File: config.mk
export PLATFORM = sky130hd
export DESIGN_NAME = day1_input_sequencer_flat
export DESIGN_NICKNAME = d
export VERILOG_FILES = /design/src/rtl/day1_input_sequencer_if.sv /design/src/rtl/day1_input_sequencer.sv /design/src/flat_wrapper.sv
export SDC_FILE = /design/constraint.sdc
export NUM_CORES = 1
export LEC_CHECK = 0
export CAP_MARGIN = 40
export CORE_MARGIN = 2
export CORE_UTILIZATION = 57
export DETAILED_ROUTE_END_ITERATION = 12
export PLACE_DENSITY_LB_ADDON = 0.25
export SLEW_MARGIN = 0
export SYNTH_ARGS = -nofsm -noshare
export SYNTH_HDL_FRONTEND = slang
export SYNTH_SLANG_ARGS = --single-unit
export TNS_END_PERCENT = 30
File: constraint.sdc
create_clock -name clk -period 5.15 [get_ports clk]
set_clock_uncertainty 0.05 [all_clocks]
set_input_delay 0.7725 -clock clk [delete_from_list [all_inputs] [get_ports clk]]
set_output_delay 0.7725 -clock clk [all_outputs]
set_load 0.005 [all_outputs]
File: src/rtl/day1_input_sequencer_if.sv
// Byte-stream in / token-out bundle for day1_input_sequencer.
// DAY1_SEQ_STATS_EN adds the value_count / group_count statistics outputs.
interface day1_input_sequencer_if #(
  parameter int VAL_W = 16,
  parameter int CNT_W = 8
);
  logic [7:0]       in_byte;
  logic             in_valid;
  logic             in_last;
  logic             in_ready;
  logic [VAL_W-1:0] out_val;
  logic             out_valid;
  logic             out_ready;
  logic             done;
  logic             err_ovf;
  logic             err_char;
  logic             err_zero;
`ifdef DAY1_SEQ_STATS_EN
  logic [15:0]      value_count;
  logic [CNT_W-1:0] group_count;
`endif

  modport master (
    output in_byte, in_valid, in_last, out_ready,
    input  in_ready, out_val, out_valid, done, err_ovf, err_char, err_zero
`ifdef DAY1_SEQ_STATS_EN
    , input value_count, group_count
`endif
  );

  modport slave (
    input  in_byte, in_valid, in_last, out_ready,
    output in_ready, out_val, out_valid, done, err_ovf, err_char, err_zero
`ifdef DAY1_SEQ_STATS_EN
    , output value_count, group_count
`endif
  );
endinterface

File: src/rtl/day1_input_sequencer.sv
// Parses Day-1 ASCII text into value / 0-separator tokens for the calorie accumulator.
// Optional DAY1_SEQ_STATS_EN adds transferred-token counters.
module day1_input_sequencer #(
  parameter int VAL_W = 16,
  parameter int CNT_W = 8
) (
  input logic                   clk,
  input logic                   rst_n,
  day1_input_sequencer_if.slave bus
);
  typedef enum logic [2:0] {LINE_START, DIGITS, EMIT, EMIT_SEP, DONE} state_t;

  localparam logic [VAL_W-1:0] ACC_MAX = '1;

  state_t           state_q, state_d;
  logic [VAL_W-1:0] acc_q, acc_d;
  logic [VAL_W-1:0] out_val_q, out_val_d;
  logic             out_valid_q, out_valid_d;
  logic             done_q, done_d;
  logic             last_was_sep_q, last_was_sep_d;
  logic             flush_q, flush_d;
  logic             err_ovf_q, err_ovf_d;
  logic             err_char_q, err_char_d;
  logic             err_zero_q, err_zero_d;

  logic             in_ready;
  logic             accept;
  logic             xfer;
  logic             is_digit, is_nl, is_cr;
  logic [VAL_W+3:0] acc_wide;
  logic             line_pend, emit, sep_seen;
  logic [VAL_W-1:0] acc_n, emit_val;

  assign in_ready = rst_n && (state_q == LINE_START || state_q == DIGITS) && !out_valid_q && !done_q;
  assign accept   = bus.in_valid && in_ready;
  assign xfer     = out_valid_q && bus.out_ready;
  assign is_digit = (bus.in_byte >= 8'h30) && (bus.in_byte <= 8'h39);
  assign is_nl    = (bus.in_byte == 8'h0A);
  assign is_cr    = (bus.in_byte == 8'h0D);
  // acc*10 + digit, wide enough that saturation can be detected
  assign acc_wide = {1'b0, acc_q, 3'b000} + {3'b000, acc_q, 1'b0}
                  + {{VAL_W{1'b0}}, bus.in_byte[3:0]};

  always_comb begin
    state_d        = state_q;
    acc_d          = acc_q;
    out_val_d      = out_val_q;
    out_valid_d    = out_valid_q;
    done_d         = done_q;
    last_was_sep_d = last_was_sep_q;
    flush_d        = flush_q;
    err_ovf_d      = err_ovf_q;
    err_char_d     = err_char_q;
    err_zero_d     = err_zero_q;
    line_pend      = (state_q == DIGITS);
    acc_n          = acc_q;
    sep_seen       = last_was_sep_q;
    emit           = 1'b0;
    emit_val       = '0;
    case (state_q)
      LINE_START, DIGITS: begin
        if (accept) begin
          if (is_digit) begin
            line_pend = 1'b1;
            if (acc_wide > {4'b0000, ACC_MAX}) begin
              acc_n     = ACC_MAX;
              err_ovf_d = 1'b1;
            end else begin
              acc_n = acc_wide[VAL_W-1:0];
            end
          end else if (!is_nl && !is_cr) begin
            err_char_d = 1'b1;
          end
          // A digit line closes on '\n' or at end of file; a zero value is dropped.
          if ((is_nl || bus.in_last) && line_pend) begin
            if (acc_n != '0) begin
              emit     = 1'b1;
              emit_val = acc_n;
              sep_seen = 1'b0;
            end else begin
              err_zero_d = 1'b1;
            end
            acc_n     = '0;
            line_pend = 1'b0;
          end else if (is_nl && !sep_seen) begin
            emit     = 1'b1;
            sep_seen = 1'b1;
          end
          if (bus.in_last && !emit && !sep_seen) begin
            emit     = 1'b1;
            sep_seen = 1'b1;
          end
          acc_d          = acc_n;
          last_was_sep_d = sep_seen;
          out_val_d      = emit_val;
          out_valid_d    = emit;
          if (!bus.in_last) begin
            state_d = emit ? EMIT : (line_pend ? DIGITS : LINE_START);
          end else if (emit && emit_val != '0) begin
            state_d = EMIT;
            flush_d = 1'b1;
          end else if (emit) begin
            state_d = EMIT_SEP;
          end else begin
            state_d = DONE;
            done_d  = 1'b1;
          end
        end
      end
      EMIT: begin
        if (xfer) begin
          if (flush_q) begin
            // final value taken: the closing separator follows back-to-back
            out_val_d      = '0;
            last_was_sep_d = 1'b1;
            state_d        = EMIT_SEP;
          end else begin
            out_valid_d = 1'b0;
            state_d     = LINE_START;
          end
        end
      end
      EMIT_SEP: begin
        if (xfer) begin
          out_valid_d = 1'b0;
          state_d     = DONE;
          done_d      = 1'b1;
        end
      end
      DONE: ;
      default: state_d = LINE_START;
    endcase
  end

  always_ff @(posedge clk or negedge rst_n) begin
    if (!rst_n) begin
      state_q        <= LINE_START;
      acc_q          <= '0;
      out_val_q      <= '0;
      out_valid_q    <= 1'b0;
      done_q         <= 1'b0;
      last_was_sep_q <= 1'b1;
      flush_q        <= 1'b0;
      err_ovf_q      <= 1'b0;
      err_char_q     <= 1'b0;
      err_zero_q     <= 1'b0;
    end else begin
      state_q        <= state_d;
      acc_q          <= acc_d;
      out_val_q      <= out_val_d;
      out_valid_q    <= out_valid_d;
      done_q         <= done_d;
      last_was_sep_q <= last_was_sep_d;
      flush_q        <= flush_d;
      err_ovf_q      <= err_ovf_d;
      err_char_q     <= err_char_d;
      err_zero_q     <= err_zero_d;
    end
  end

  assign bus.in_ready  = in_ready;
  assign bus.out_val   = out_val_q;
  assign bus.out_valid = out_valid_q;
  assign bus.done      = done_q;
  assign bus.err_ovf   = err_ovf_q;
  assign bus.err_char  = err_char_q;
  assign bus.err_zero  = err_zero_q;

`ifdef DAY1_SEQ_STATS_EN
  logic [15:0]      value_count_q, value_count_d;
  logic [CNT_W-1:0] group_count_q, group_count_d;

  always_comb begin
    value_count_d = value_count_q;
    group_count_d = group_count_q;
    if (xfer) begin
      if (out_val_q != '0) value_count_d = value_count_q + 16'd1;
      else                 group_count_d = group_count_q + {{(CNT_W-1){1'b0}}, 1'b1};
    end
  end

  always_ff @(posedge clk or negedge rst_n) begin
    if (!rst_n) begin
      value_count_q <= '0;
      group_count_q <= '0;
    end else begin
      value_count_q <= value_count_d;
      group_count_q <= group_count_d;
    end
  end

  assign bus.value_count = value_count_q;
  assign bus.group_count = group_count_q;
`endif
endmodule

File: src/flat_wrapper.sv
// flat-port wrapper written by rule: the top's interface ports become plain ports
module day1_input_sequencer_flat 
#(
  parameter int VAL_W = 16,
  parameter int CNT_W = 8
)
  (clk, rst_n, bus_in_byte, bus_in_valid, bus_in_last, bus_out_ready, bus_in_ready, bus_out_val, bus_out_valid, bus_done, bus_err_ovf, bus_err_char, bus_err_zero);
  day1_input_sequencer_if #(.VAL_W(VAL_W), .CNT_W(CNT_W)) bus_i ();
  input logic clk;
  input logic rst_n;
  input wire logic [$bits(bus_i.in_byte)-1:0] bus_in_byte;
  input wire logic [$bits(bus_i.in_valid)-1:0] bus_in_valid;
  input wire logic [$bits(bus_i.in_last)-1:0] bus_in_last;
  input wire logic [$bits(bus_i.out_ready)-1:0] bus_out_ready;
  output wire logic [$bits(bus_i.in_ready)-1:0] bus_in_ready;
  output wire logic [$bits(bus_i.out_val)-1:0] bus_out_val;
  output wire logic [$bits(bus_i.out_valid)-1:0] bus_out_valid;
  output wire logic [$bits(bus_i.done)-1:0] bus_done;
  output wire logic [$bits(bus_i.err_ovf)-1:0] bus_err_ovf;
  output wire logic [$bits(bus_i.err_char)-1:0] bus_err_char;
  output wire logic [$bits(bus_i.err_zero)-1:0] bus_err_zero;
  assign bus_i.in_byte = bus_in_byte;
  assign bus_i.in_valid = bus_in_valid;
  assign bus_i.in_last = bus_in_last;
  assign bus_i.out_ready = bus_out_ready;
  assign bus_in_ready = bus_i.in_ready;
  assign bus_out_val = bus_i.out_val;
  assign bus_out_valid = bus_i.out_valid;
  assign bus_done = bus_i.done;
  assign bus_err_ovf = bus_i.err_ovf;
  assign bus_err_char = bus_i.err_char;
  assign bus_err_zero = bus_i.err_zero;
  day1_input_sequencer #(.VAL_W(VAL_W), .CNT_W(CNT_W)) u_core (.clk(clk), .rst_n(rst_n), .bus(bus_i));
endmodule
==> results.ini <==
[worst_setup_path]
required_ns = 5.27
cp-start-kind = primary input
critPathCaptureType = flop
crit_family = simple AND/OR/NAND/NOR gates
crit_chain = clkdlybuf4s50_1 > inv_1 > fa_1 > inv_1 > fa_1 > a211oi_2 > o211ai_1 > a31oi_1 > o211a_1 > a41oi_1 > or3_4 > or4_4 > a211oi_4 > a21oi_2 > or3_1
crit_arrival_ns = 5.09
worst-path-buf-inv = 3
crit_start = bus_in_byte[3]
worstSetupPathType = in -> reg
slowest_delay_ns = 0.54
r2r_cells = 14
cp_max_fo = 3
crit_slowest_cell = or4_4
cp.depth = 15
rr_startpoint = u_core.acc_q[0]

[detailed_routing]
drc = 0
first_pass_iters = 5
viasPerCell = 6.34
wirelength_um = 8700
vias = 3086
drt-initial-drc-count = 299
drtAntennaViolNets = 0
wire_per_inst_um = 17.9

[placed_design]
placed_area_um2 = 3620
gp_congestion = 0.944
port_buffers = 34
hpwl_um = 6600

[global_route]
grt_pass1_wl_um = 14600
antenna_found_initial = 0
track_usage_pct = 30.3
grt_max_degree = 44
grt_remaining_overflow = 0
grt_pass1_vias = 3020

[finish]
multi_input_area_um2 = 1990
drive_gt1_share_pct = 11.0
seqCellArea_um2 = 1050
fillers = 433
final_util_pct = 71.7
fin_area_um2 = 3730
areaGrowthSynthToFinish_pct = 19.9
diodes = 0
final_nets = 462

[timing]
fin_crit_ns = 4.97
period_share_pct = 96.5
finalSetupViolCount = 0
relSlewSlack_pct = 55.4
worst_pin_slew_ns = 0.660
setup_tns_ns = 0
max_freq_ghz = 0.201
finalHoldViolations = 0
rsz0062_at_grt = no
finalMaxSlewViolations = 0

[logic_synthesis]
yosysSeqAreaShare_pct = 33.8
synth.distinct_cells = 58
ys_ff_latch = 42
synth_edf_count = 0
synth_area_leader_cell = dfrtp_1
syn_nets = 416
synthTopCellsByArea = dfrtp_1, ha_1, o21ai_0
synthCells = 370
syn-cell-area_um2 = 3110
post-synth-top-area-fraction_pct = 33.0
ys_async_sr_fraction_pct = 100
syn_avg_cell_area_um2 = 8.41
yosys_warnings = 0
synth_flop_cell = dfrtp_1

[clocking]
path_clk_slew_ns = 0.09
cts_inserted_buffers = 5
cts_buffer_depth = 2
htree_levels = 2
ctsHoldBuffers = 0
clk-insertion-delay-late_ns = 0.31
post-cts-setup-buffers = 0
clock-sinks = 42
clockRootBuffer = clkbuf_8
cts_tree = built

[floorplan]
initial_core_util_pct = 59.8
core-area_um2 = 5200
die_x_um = 77.9
row_count = 26
ioPinCount = 35
die_h_um = 77.9
die_area_um2 = 6070

[pwr]
p_total_uw = 586
powerDensity_nw_per_um2 = 157
leakage_nw = 1.73
max-vdd-ir-drop_uv = 232

[status]
status = finished, final reports clean

[min_path]
hp-class = reg -> reg
hp-start = u_core.bus.err_char
whs_path_depth = 2

[run]
maxCapViolCount = 0

[cell usage in the layout, fill, tap and decap left out, drive strengths merged, types with 11 or more instances in the layout]
cell type / count
o21ai: 41
o22ai: 11
buf: 17
clkdlybuf4s50: 33
nor2: 27
dfrtp: 41
nor3: 12
a21oi: 35
ha: 31
inv: 13
nand2: 52
[cell families (layout without fill, tap and decap cells)]
family	Yosys count	count (layout)	share of synthesized area, %
adders and majority gates	33	33	13.7
and+or+nand+nor	133	133	20.9
DFF	42	42	33.8
buffers and inverters	23	70	2.81
AOI/OAI and AO/OA	129	129	26.0
xor gates and xnor gates	10	10	2.81
[flip-flops by register name, indices dropped and copies added (netlist names)]
signal	flops
u_core.bus.err_zero	1
u_core.bus.done	1
u_core.flush_q	1
u_core.bus.out_valid	1
u_core.acc_q	16
u_core.bus.err_ovf	1
u_core.bus.out_val	16
u_core.last_was_sep_q	1
u_core.state_q	3
u_core.bus.err_char	1
[repair_timing]
item,in CTS,in global routing
endpoints found under the setup margin,0,6
resized for setup,0,3
endpoints found under the hold margin,0,0
[per-stage QoR]
stage | cells | setup slack (ns) | hold WS (ns)
after floorplan | 370 | 0.452 | 0.383
after global placement | 478 | -0.0218 | 0.402
after detailed placement | 479 | -0.190 | 0.402
after CTS | 487 | 0.126 | 0.424
after global routing | 487 | 0.0132 | 0.439
final | 487 | 0.178 | 0.425
[path summary, 6_finish.rpt]
check,endpoint,slack [ns]
worst max-delay path,u_core.state_q[1],0.18
worst min-delay path,u_core.bus.err_char,0.42
worst max register to register,u_core.state_q[1],0.69
worst min register to register,u_core.bus.err_char,0.42
max in group asynchronous,u_core.last_was_sep_q,4.20
min in group asynchronous,u_core.acc_q[11],0.47
[layout make-up]
class | instances | share of cell area, %
flip-flops and latches | 42 | 28.2
inverters | 12 | 1.21
clock inverters | 3 | 0.671
well taps | 70 | 2.35
clock buffers | 5 | 1.84
repair buffers | 50 | 12.3
multi-input cells | 305 | 53.4
[routing by layer]
layer | up-vias | routed length, um | global-route usage (%)
li1 | 1461 | - | -
met1 | 1470 | 3650 | 39.6
met2 | 134 | 4270 | 52.7
met3 | 21 | 589 | 4.30
met4 | 0 | 189 | 8.42
met5 | - | 0 | 0
[synthesized netlist by cell type (all sizes together) (2+ instances only)]
library cell	n
or2	2
o31ai	2
o21ai	41
ha	31
fa	2
clkbuf	10
and2	5
a211oi	3
inv	12
nor2	27
nand2	52
o311ai	2
a21oi	35
nand2b	2
xnor2	8
o21a	3
a22o	3
nor4	2
and3	4
nor3	12
o211ai	4
or3	3
or3b	2
a41oi	2
dfrtp	41
xor2	2
nand3	9
or4	2
a21o	9
and4	2
o22ai	11
nand4	4
a31oi	6
[report_power, final]
| group | internal (mW) | total (mW) | switching, mW |
|---|---|---|---|
| sequential | 0.330 | 0.330 | 0 |
| combinational | 0.0135 | 0.0332 | 0.0197 |
| clock | 0.0979 | 0.224 | 0.126 |
[worst register-to-register path, cell delays in order (launching register included)]
cell,delay (ns)
dfrtp_1,0.46
inv_1,0.09
fa_1,0.51
inv_1,0.07
fa_1,0.46
a211oi_2,0.28
o211ai_1,0.15
a31oi_1,0.26
o211a_1,0.17
a41oi_1,0.05
or3_4,0.42
or4_4,0.54
a211oi_4,0.30
a21oi_2,0.11
or3_1,0.39
Power figures use the tool's default switching activity.
